==> config.mk <==
export PLATFORM = sky130hd
export DESIGN_NAME = spike_encoder
export DESIGN_NICKNAME = d
export VERILOG_FILES = /design/src/rtl/snn_pkg.sv /design/src/rtl/spike_lfsr16.sv /design/src/rtl/spike_encoder.sv
export SDC_FILE = /design/constraint.sdc
export NUM_CORES = 1
export LEC_CHECK = 0
export CAP_MARGIN = 0
export CORE_MARGIN = 2
export CORE_UTILIZATION = 30
export DETAILED_ROUTE_END_ITERATION = 10
export PLACE_DENSITY = 0.55
export SLEW_MARGIN = 15
export SYNTH_ARGS = -nofsm -noshare
export SYNTH_HDL_FRONTEND = slang
export SYNTH_HIERARCHICAL = 1
export SYNTH_SLANG_ARGS = --single-unit
==> constraint.sdc <==
create_clock -name clk -period 5.2 [get_ports clk]
set_clock_uncertainty 0.2 [all_clocks]
set_input_delay 0.52 -clock clk [delete_from_list [all_inputs] [get_ports clk]]
set_output_delay 0.52 -clock clk [all_outputs]
set_load 0.01 [all_outputs]
==> src/rtl/snn_pkg.sv <==
// snn_pkg: shared constants, state type and helpers for the spike encoder
package snn_pkg;
  localparam logic [15:0] LFSR_MASK = 16'hB400;
  localparam logic [15:0] LFSR_SEED_DEF = 16'hACE1;
  typedef enum logic {IDLE, RUN} state_e;
  function automatic logic [7:0] rotl8(input logic [7:0] x, input logic [2:0] s);
    logic [15:0] t;
    t = {x, x} << s;
    return t[15:8];
  endfunction
endpackage

==> src/rtl/spike_lfsr16.sv <==
// spike_lfsr16: 16-bit right-shifting Galois LFSR, seeded on reset, advanced on enable
module spike_lfsr16
  import snn_pkg::*;
#(
  parameter logic [15:0] SEED = LFSR_SEED_DEF
) (
  input  logic        clk,
  input  logic        rst,
  input  logic        en_i,
  output logic [15:0] state_o
);
  logic [15:0] lfsr_q;
  assign state_o = lfsr_q;
  // Hold between steps so the sequence continues across RUN/IDLE transitions
  always_ff @(posedge clk) begin
    if (rst) lfsr_q <= SEED;
    else if (en_i) lfsr_q <= (lfsr_q >> 1) ^ (lfsr_q[0] ? LFSR_MASK : 16'h0);
  end
endmodule

==> src/rtl/spike_encoder.sv <==
// spike_encoder: rate-coding front end, stochastic (LFSR) or deterministic (accumulator)
module spike_encoder
  import snn_pkg::*;
#(
  parameter int          N_CH      = 8,
  parameter int          VAL_W     = 8,
  parameter int          WINDOW    = 16,
  parameter logic [15:0] LFSR_SEED = LFSR_SEED_DEF,
  localparam int         AW        = N_CH > 1 ? $clog2(N_CH) : 1,
  localparam int         SW        = $clog2(WINDOW)
) (
  input  logic             clk,
  input  logic             rst,
  input  logic             wr_en,
  input  logic [AW-1:0]    wr_addr,
  input  logic [VAL_W-1:0] wr_data,
  input  logic             run,
  input  logic             mode,
  output logic [N_CH-1:0]  spikes,
  output logic             spike_valid,
  output logic             window_done,
  output logic             busy
);
  state_e           state_q;
  logic             mode_q;
  logic [SW-1:0]    step_q;
  logic [VAL_W-1:0] intensity_q [N_CH];
  logic [VAL_W-1:0] acc_q [N_CH];
  logic [VAL_W-1:0] acc_d [N_CH];
  logic [N_CH-1:0]  spike_d;
  logic [15:0]      lfsr;
  logic             step;
  assign step = (state_q == RUN) && run;
  spike_lfsr16 #(.SEED(LFSR_SEED)) u_lfsr (
    .clk    (clk),
    .rst    (rst),
    .en_i   (step && !mode_q),
    .state_o(lfsr)
  );
  for (genvar i = 0; i < N_CH; i++) begin : g_ch
    logic [7:0]   rnd;
    logic [VAL_W:0] sum;
    assign rnd = rotl8(lfsr[15:8], 3'(i)) ^ lfsr[7:0];
    assign sum = {1'b0, acc_q[i]} + {1'b0, intensity_q[i]};
    assign acc_d[i] = sum[VAL_W-1:0];
    assign spike_d[i] = mode_q ? sum[VAL_W] : (intensity_q[i] > VAL_W'(rnd));
  end
  // Intensity register file; a step in the same cycle still sees the old value
  always_ff @(posedge clk) begin
    if (rst) intensity_q <= '{default: '0};
    else if (wr_en && 32'(wr_addr) < N_CH) intensity_q[wr_addr] <= wr_data;
  end
  // Control FSM with registered outputs; entering RUN restarts window and accumulators
  always_ff @(posedge clk) begin
    if (rst) begin
      state_q     <= IDLE;
      mode_q      <= 1'b0;
      step_q      <= '0;
      acc_q       <= '{default: '0};
      spikes      <= '0;
      spike_valid <= 1'b0;
      window_done <= 1'b0;
      busy        <= 1'b0;
    end else if (state_q == IDLE) begin
      spikes      <= '0;
      spike_valid <= 1'b0;
      window_done <= 1'b0;
      if (run) begin
        state_q <= RUN;
        busy    <= 1'b1;
        mode_q  <= mode;
        step_q  <= '0;
        acc_q   <= '{default: '0};
      end
    end else if (run) begin
      spikes      <= spike_d;
      spike_valid <= 1'b1;
      window_done <= step_q == SW'(WINDOW - 1);
      step_q      <= step_q == SW'(WINDOW - 1) ? '0 : step_q + 1'b1;
      if (mode_q) acc_q <= acc_d;
    end else begin
      state_q     <= IDLE;
      busy        <= 1'b0;
      spikes      <= '0;
      spike_valid <= 1'b0;
      window_done <= 1'b0;
    end
  end
endmodule

==> flow_summary.json, run 1 <==
{
  "grt_remaining_overflow": 0,
  "power_frac_seq_pct": 45.5,
  "yosysWarnings": 6,
  "synthTopCellsByCount": "dfxtp_1 (161), nand2_1 (154), ha_1 (131)",
  "setup_tns_ns": 0,
  "critPathRequiredTime_ns": 5.37,
  "fin_util_pct": 33.88,
  "crit_buf_inv": 2,
  "post_cts_buffers": 0,
  "async_flop_share_pct": 0,
  "die_h_um": 187.2,
  "synth_area_leaders": "dfxtp_1 (32%), ha_1 (16%), xnor2_1 (6.9%)",
  "antenna_found_initial": 0,
  "die_area_sq_um": 35060,
  "avgSynthCellArea_sq_um": 8.478,
  "initial_core_util_pct": 30.26,
  "initialDrtViolationCount": 529,
  "synth_edf_count": 0,
  "via_per_inst": 5.039,
  "port-buffer-count": 26,
  "drc": 0,
  "clkLatencyLatePin_ns": 0.43,
  "timing.fmax_mhz": 367.5,
  "endpoint_kind": "flop",
  "power_frac_clock_pct": 45.7,
  "cp.arrival_ns": 2.89,
  "grt.total_usage_pct": 15.82,
  "min_period_ns": 2.721,
  "drv_slew": 0,
  "netlist.top_cell.by_area": "dfxtp_1",
  "grt_pass1_vias": 7977,
  "cts_root_buf": "clkbuf_16",
  "ys_seq_elements": 161,
  "cts_sinks": 161,
  "layout-drive-gt1-share_pct": 4.362,
  "cts_buffers": 17,
  "rsz0062_at_grt": "false",
  "wl_per_cell_um": 16.53,
  "slew_headroom_pct": 27.97,
  "synthDistinctLibCells": 59,
  "syn_nets": 1343,
  "cp_max_fo": 34,
  "cts.clk_slew.worst_paths_ns": 0.07,
  "ir_worst_vdd_mv": 0.1652,
  "cts_tree": "yes",
  "max_stage_delay_ns": 0.94,
  "dr.pass1.iters": 4,
  "max_cap_viol_count": 0,
  "placed_area_sq_um": 10680,
  "core_sq_um": 33280,
  "p_comb_share_pct": 8.8,
  "fin_crit_sh_pct": 52.33,
  "synth.most_common_cell": "dfxtp_1",
  "num_io_pins": 27,
  "hpwl_um": 18000,
  "areaGrowthSynthToFinish_pct": 11.96,
  "design_area_sq_um": 11280,
  "setup_violations": 0,
  "synth_area_sq_um": 10070,
  "cts_resized": 0,
  "yosysTopAreaCellShare_pct": 32.00,
  "grt_pass1_wl_um": 43810,
  "outcome": "completed",
  "power_switching_mw": 0.7625,
  "p_leak_nw": 4.377,
  "cp_cell_sequence": "clkdlybuf4s50_1 -> o21ai_2 -> buf_4 -> nor2b_4 -> a221o_1",
  "internal_power_mw": 2.078,
  "cts_buffer_depth": 2,
  "critPathKind": "in2reg",
  "die_w_um": 187.2,
  "tightest_slew_ns": 1.072,
  "nets": 1334,
  "ys_seq_area_share_pct": 32.00,
  "vias": 8264,
  "htree_levels": 4,
  "syn-instance-count": 1188,
  "switching_share_pct": 26.85,
  "worst_setup_path_start_kind": "input pin",
  "wl_um": 27110,
  "antenna_cells": 0,
  "power-per-cell-area_nw_per_um2": 251.9,
  "hold_violations": 0,
  "cpLargestDelayFamily": "buffers and inverters",
  "ant_nets": 0,
  "fp-row-count": 67,
  "grt_max_degree": 86,
  "globalplace.congestion": 0.7793,
  "postCtsHoldBufs": 0,
  "hp-class": "reg2reg",
  "slowest_stage": "nor2b_4",
  "synthFlopType": "dfxtp_1"
}
==> stage by stage <==
stage	power (mW)	setup slack, ns	cells	hold WS, ns
2_1_floorplan	1.485	2.958	1188	0.2291
3_3_place_gp	1.565	2.039	1608	0.2510
3_5_place_dp	1.570	2.009	1608	0.2501
4_1_cts	2.862	2.455	1640	0.2588
5_1_grt	2.943	2.343	1640	0.2839
6_report	2.841	2.479	1640	0.2543
==> power by group through the flow <==
stage,Sequential [mW],Clock (mW),Combinational (mW)
global route,1.30,1.37,0.281
global placement,1.32,0,0.245
detailed placement,1.32,0,0.249
CTS,1.29,1.32,0.251
finish,1.29,1.30,0.250
floorplan,1.29,0,0.193
==> cell usage in the layout (no fill, tap or decap), types with 16 or more instances in the layout <==
cell type / synthesis / routed
o21ai_0: 57 / 57
dfxtp_1: 161 / 161
nor2_1: 91 / 91
nand2b_1: 25 / 25
inv_1: 40 / 40
a22o_1: 17 / 17
clkdlybuf4s50_1: 0 / 25
clkbuf_16: 0 / 17
a21oi_1: 121 / 121
a22oi_1: 16 / 16
nor2b_1: 25 / 24
xnor2_1: 79 / 79
a211oi_1: 22 / 22
nand2_1: 154 / 154
ha_1: 131 / 131
==> routing by layer <==
metal	wire, um	track usage (%)	up-vias
li1	-	-	4212
met1	13250	21.35	3924
met2	12770	26.88	103
met3	725	1.951	25
met4	369	3.694	0
met5	0	0	-
==> sequential cells by signal, summed over array words and instances (netlist names) <==
register        count
acc_q              64
intensity_q        64
u_lfsr/state_o     16
spikes              8
step_q              4
busy                1
mode_q              1
spike_valid         1
state_q             1
window_done         1
==> worst min-delay path, cell delays in order (launching register included) <==
cell and delay, ns:
dfxtp_1 0.31, nand2_1 0.05, o21ai_1 0.05
==> cell type report <==
type	instances	area (sq um)
Fill cell	3461	22000
Multi-Input combinational cell	928	6456
Sequential cell	161	3223
Tap cell	448	560.5
Clock buffer	18	439.2
Timing Repair Buffer	31	295.3
Clock inverter	14	152.6
Inverter	40	150.1
==> final timing paths <==
check                                        start        end  slack (ns)  cells after the start
worst min-delay path                     acc_q[43]  acc_q[43]        0.25                      2
worst max-delay path                           run  acc_q[62]        2.48                      5
worst max register to register  u_lfsr/state_o[10]  spikes[7]        2.51                      7
worst min register to register           acc_q[43]  acc_q[43]        0.25                      2
==> cells by family (layout without fill, tap and decap cells) <==
kind of cell / count (synthesis) / after routing / share of synthesized area (%)
flops: 161 / 161 / 32.00
fa+ha+maj: 139 / 139 / 17.86
xor+xnor: 88 / 88 / 7.652
simple gates: 356 / 356 / 16.10
buf+inv: 99 / 103 / 4.087
mux: 9 / 9 / 0.8944
compound gates: 336 / 336 / 21.40
(Power assumes the default switching activity.)
==> run 2, diff against run 1 <==
- PLACE_DENSITY: 0.55 -> 0.56
- clock period: 5.2 -> 2.3 ns (I/O delays scaled with it)
==> run 2 against run 1 <==
Total power up 130%; wire length up 1.3%; design area up 6.0%; via count up 2.3%; first-iteration DRC count up 7.2%; register-to-register slack worse by 2.4 ns; critical endpoint unchanged; largest power group is now registers.
==> flow_summary.json, run 2 (same netlist as run 1, synthesis figures left out) <==
{
  "globalplace.congestion": 0.8526,
  "drv_slew": 0,
  "timing.fmax_mhz": 451.4,
  "tightest_slew_ns": 0.6411,
  "dp.cells": 1669,
  "layout-drive-gt1-share_pct": 11.16,
  "antenna_found_initial": 0,
  "grt_remaining_overflow": 0,
  "drc": 0,
  "dr.pass1.iters": 6,
  "via_per_inst": 4.966,
  "rr_worst_depth": 7,
  "fin_util_pct": 35.92,
  "ir_worst_vdd_mv": 0.3221,
  "max_cap_viol_count": 0,
  "vias": 8457,
  "grt.total_usage_pct": 15.99,
  "cts_root_buf": "clkbuf_16",
  "min_period_ns": 2.215,
  "outcome": "completed",
  "initial_core_util_pct": 30.26,
  "grt_pass1_vias": 8243,
  "fp-row-count": 67,
  "power_mw": 6.443,
  "wl_per_cell_um": 16.13,
  "die_w_um": 187.2,
  "hold_violations": 0,
  "htree_levels": 4,
  "final_cell_mix": "nand2_1 (154), dfxtp_1 (149), ha_1 (127), a21oi_1 (117), nor2_1 (91)",
  "fin_crit_sh_pct": 96.31,
  "nFillCells": 3412,
  "worst_setup_path_start_kind": "flop",
  "grt_pass1_wl_um": 44160,
  "cp.arrival_ns": 2.34,
  "final_cells": 1703,
  "critPathKind": "reg2reg",
  "wl_um": 27470,
  "cts_sinks": 161,
  "nets": 1397,
  "timing.rr.end": "acc_q[62]",
  "crit_buf_inv": 0,
  "areaGrowthSynthToFinish_pct": 18.68,
  "final_common_cell": "nand2_1",
  "hpwl_um": 19730,
  "core_sq_um": 33280,
  "hold_path.startpoint": "mode",
  "endpoint_kind": "flop",
  "p_leak_nw": 4.716,
  "critPathRequiredTime_ns": 2.42,
  "slew_headroom_pct": 57.12,
  "multi_input_area_sq_um": 6549,
  "rsz0062_at_grt": "false",
  "die_h_um": 187.2,
  "initialDrtViolationCount": 567,
  "setup_tns_ns": 0,
  "num_io_pins": 27,
  "hp-class": "in2reg",
  "r2r_start": "intensity_q[56]",
  "setup_violations": 0,
  "port-buffer-count": 26,
  "hold_depth": 3,
  "regArea_sq_um": 3241,
  "pre_cts_ws_ns": -0.06432,
  "holdWs_ns": 0.2134,
  "reg2reg_slack_ns": 0.08,
  "die_area_sq_um": 35060,
  "placed_area_sq_um": 11240,
  "antenna_cells": 0,
  "grt_max_degree": 31,
  "cts_buffer_depth": 2,
  "ant_nets": 0,
  "cp_max_fo": 3,
  "power-per-cell-area_nw_per_um2": 539.0,
  "fin_ws_ns": 0.08487,
  "slowest_stage": "fa_1",
  "cts_buffers": 17,
  "clkLatencyLatePin_ns": 0.44,
  "cts_tree": "yes",
  "cts.clk_slew.worst_paths_ns": 0.06,
  "hold_end": "mode_q",
  "cpLargestDelayFamily": "compound AO/OA/AOI/OAI gates",
  "cp_cell_sequence": "ha_1 -> fa_1 -> a21o_1 -> a21oi_1 -> nor2b_1 -> mux2i_1 -> a221o_1",
  "design_area_sq_um": 11950,
  "max_stage_delay_ns": 0.40
}
## run 2: changes by cell type in the layout (fill, tap and decap cells not counted), sizes merged
cell / delta
buf: +62
inv: -5
clkbuf: +2
clkinvlp: +2
clkinv: +1
dlygate4sd3: +1
## run 2: layout make-up
class | instances | share of cell area (%)
multi-input cells | 928 | 54.78
flip-flops and latches | 161 | 27.11
repair buffers | 94 | 7.285
well taps | 448 | 4.689
clock buffers | 20 | 3.737
inverters | 40 | 1.256
clock inverters | 12 | 1.141
## run 2: layer usage
metal | GRT usage (%) | wire length (um) | vias to the layer above
met3 | 2.214 | 675 | 31
li1 | - | - | 4348
met5 | 0 | 0 | -
met1 | 20.60 | 13060 | 3978
met4 | 5.189 | 565 | 0
met2 | 27.51 | 13160 | 100
## run 2: worst max-delay path by stage
stage | cells after the start | startpoint | endpoint | slack (ns)
floorplan | 8 | u_lfsr/state_o[1] | spikes[7] | 0.06
global placement | 6 | u_lfsr/state_o[5] | spikes[1] | -0.05
detailed placement | 6 | u_lfsr/state_o[5] | spikes[1] | -0.06
CTS | 8 | u_lfsr/state_o[0] | spikes[3] | 0.01
global route | 6 | intensity_q[18] | acc_q[23] | 0.0008
finish | 7 | intensity_q[56] | acc_q[62] | 0.08
## run 2: worst reg2reg max path: cells and delay by family, from the launching register on
family | cells | cell delay, ns
AO/OA/AOI/OAI | 3 | 0.67
adder cells (fa/ha/maj) | 2 | 0.64
flip-flops | 1 | 0.33
AND/OR/NAND/NOR | 1 | 0.13
multiplexers | 1 | 0.13
## run 2: power by group
part	switching, mW	internal (mW)	leakage (nW)
clock	1.24	1.63	0.264
combinational	0.393	0.290	3.15
sequential	0.0578	2.83	1.30
total	1.70	4.75	4.72
## run 2: what timing repair did
item,4_1_cts,5_1_grt
hold endpoints to repair,1,0
hold buffers,1,0
pin swaps,0,7
resized for setup,4,33
gates cloned,0,0
setup endpoints to repair,5,14
buffers inserted,0,1
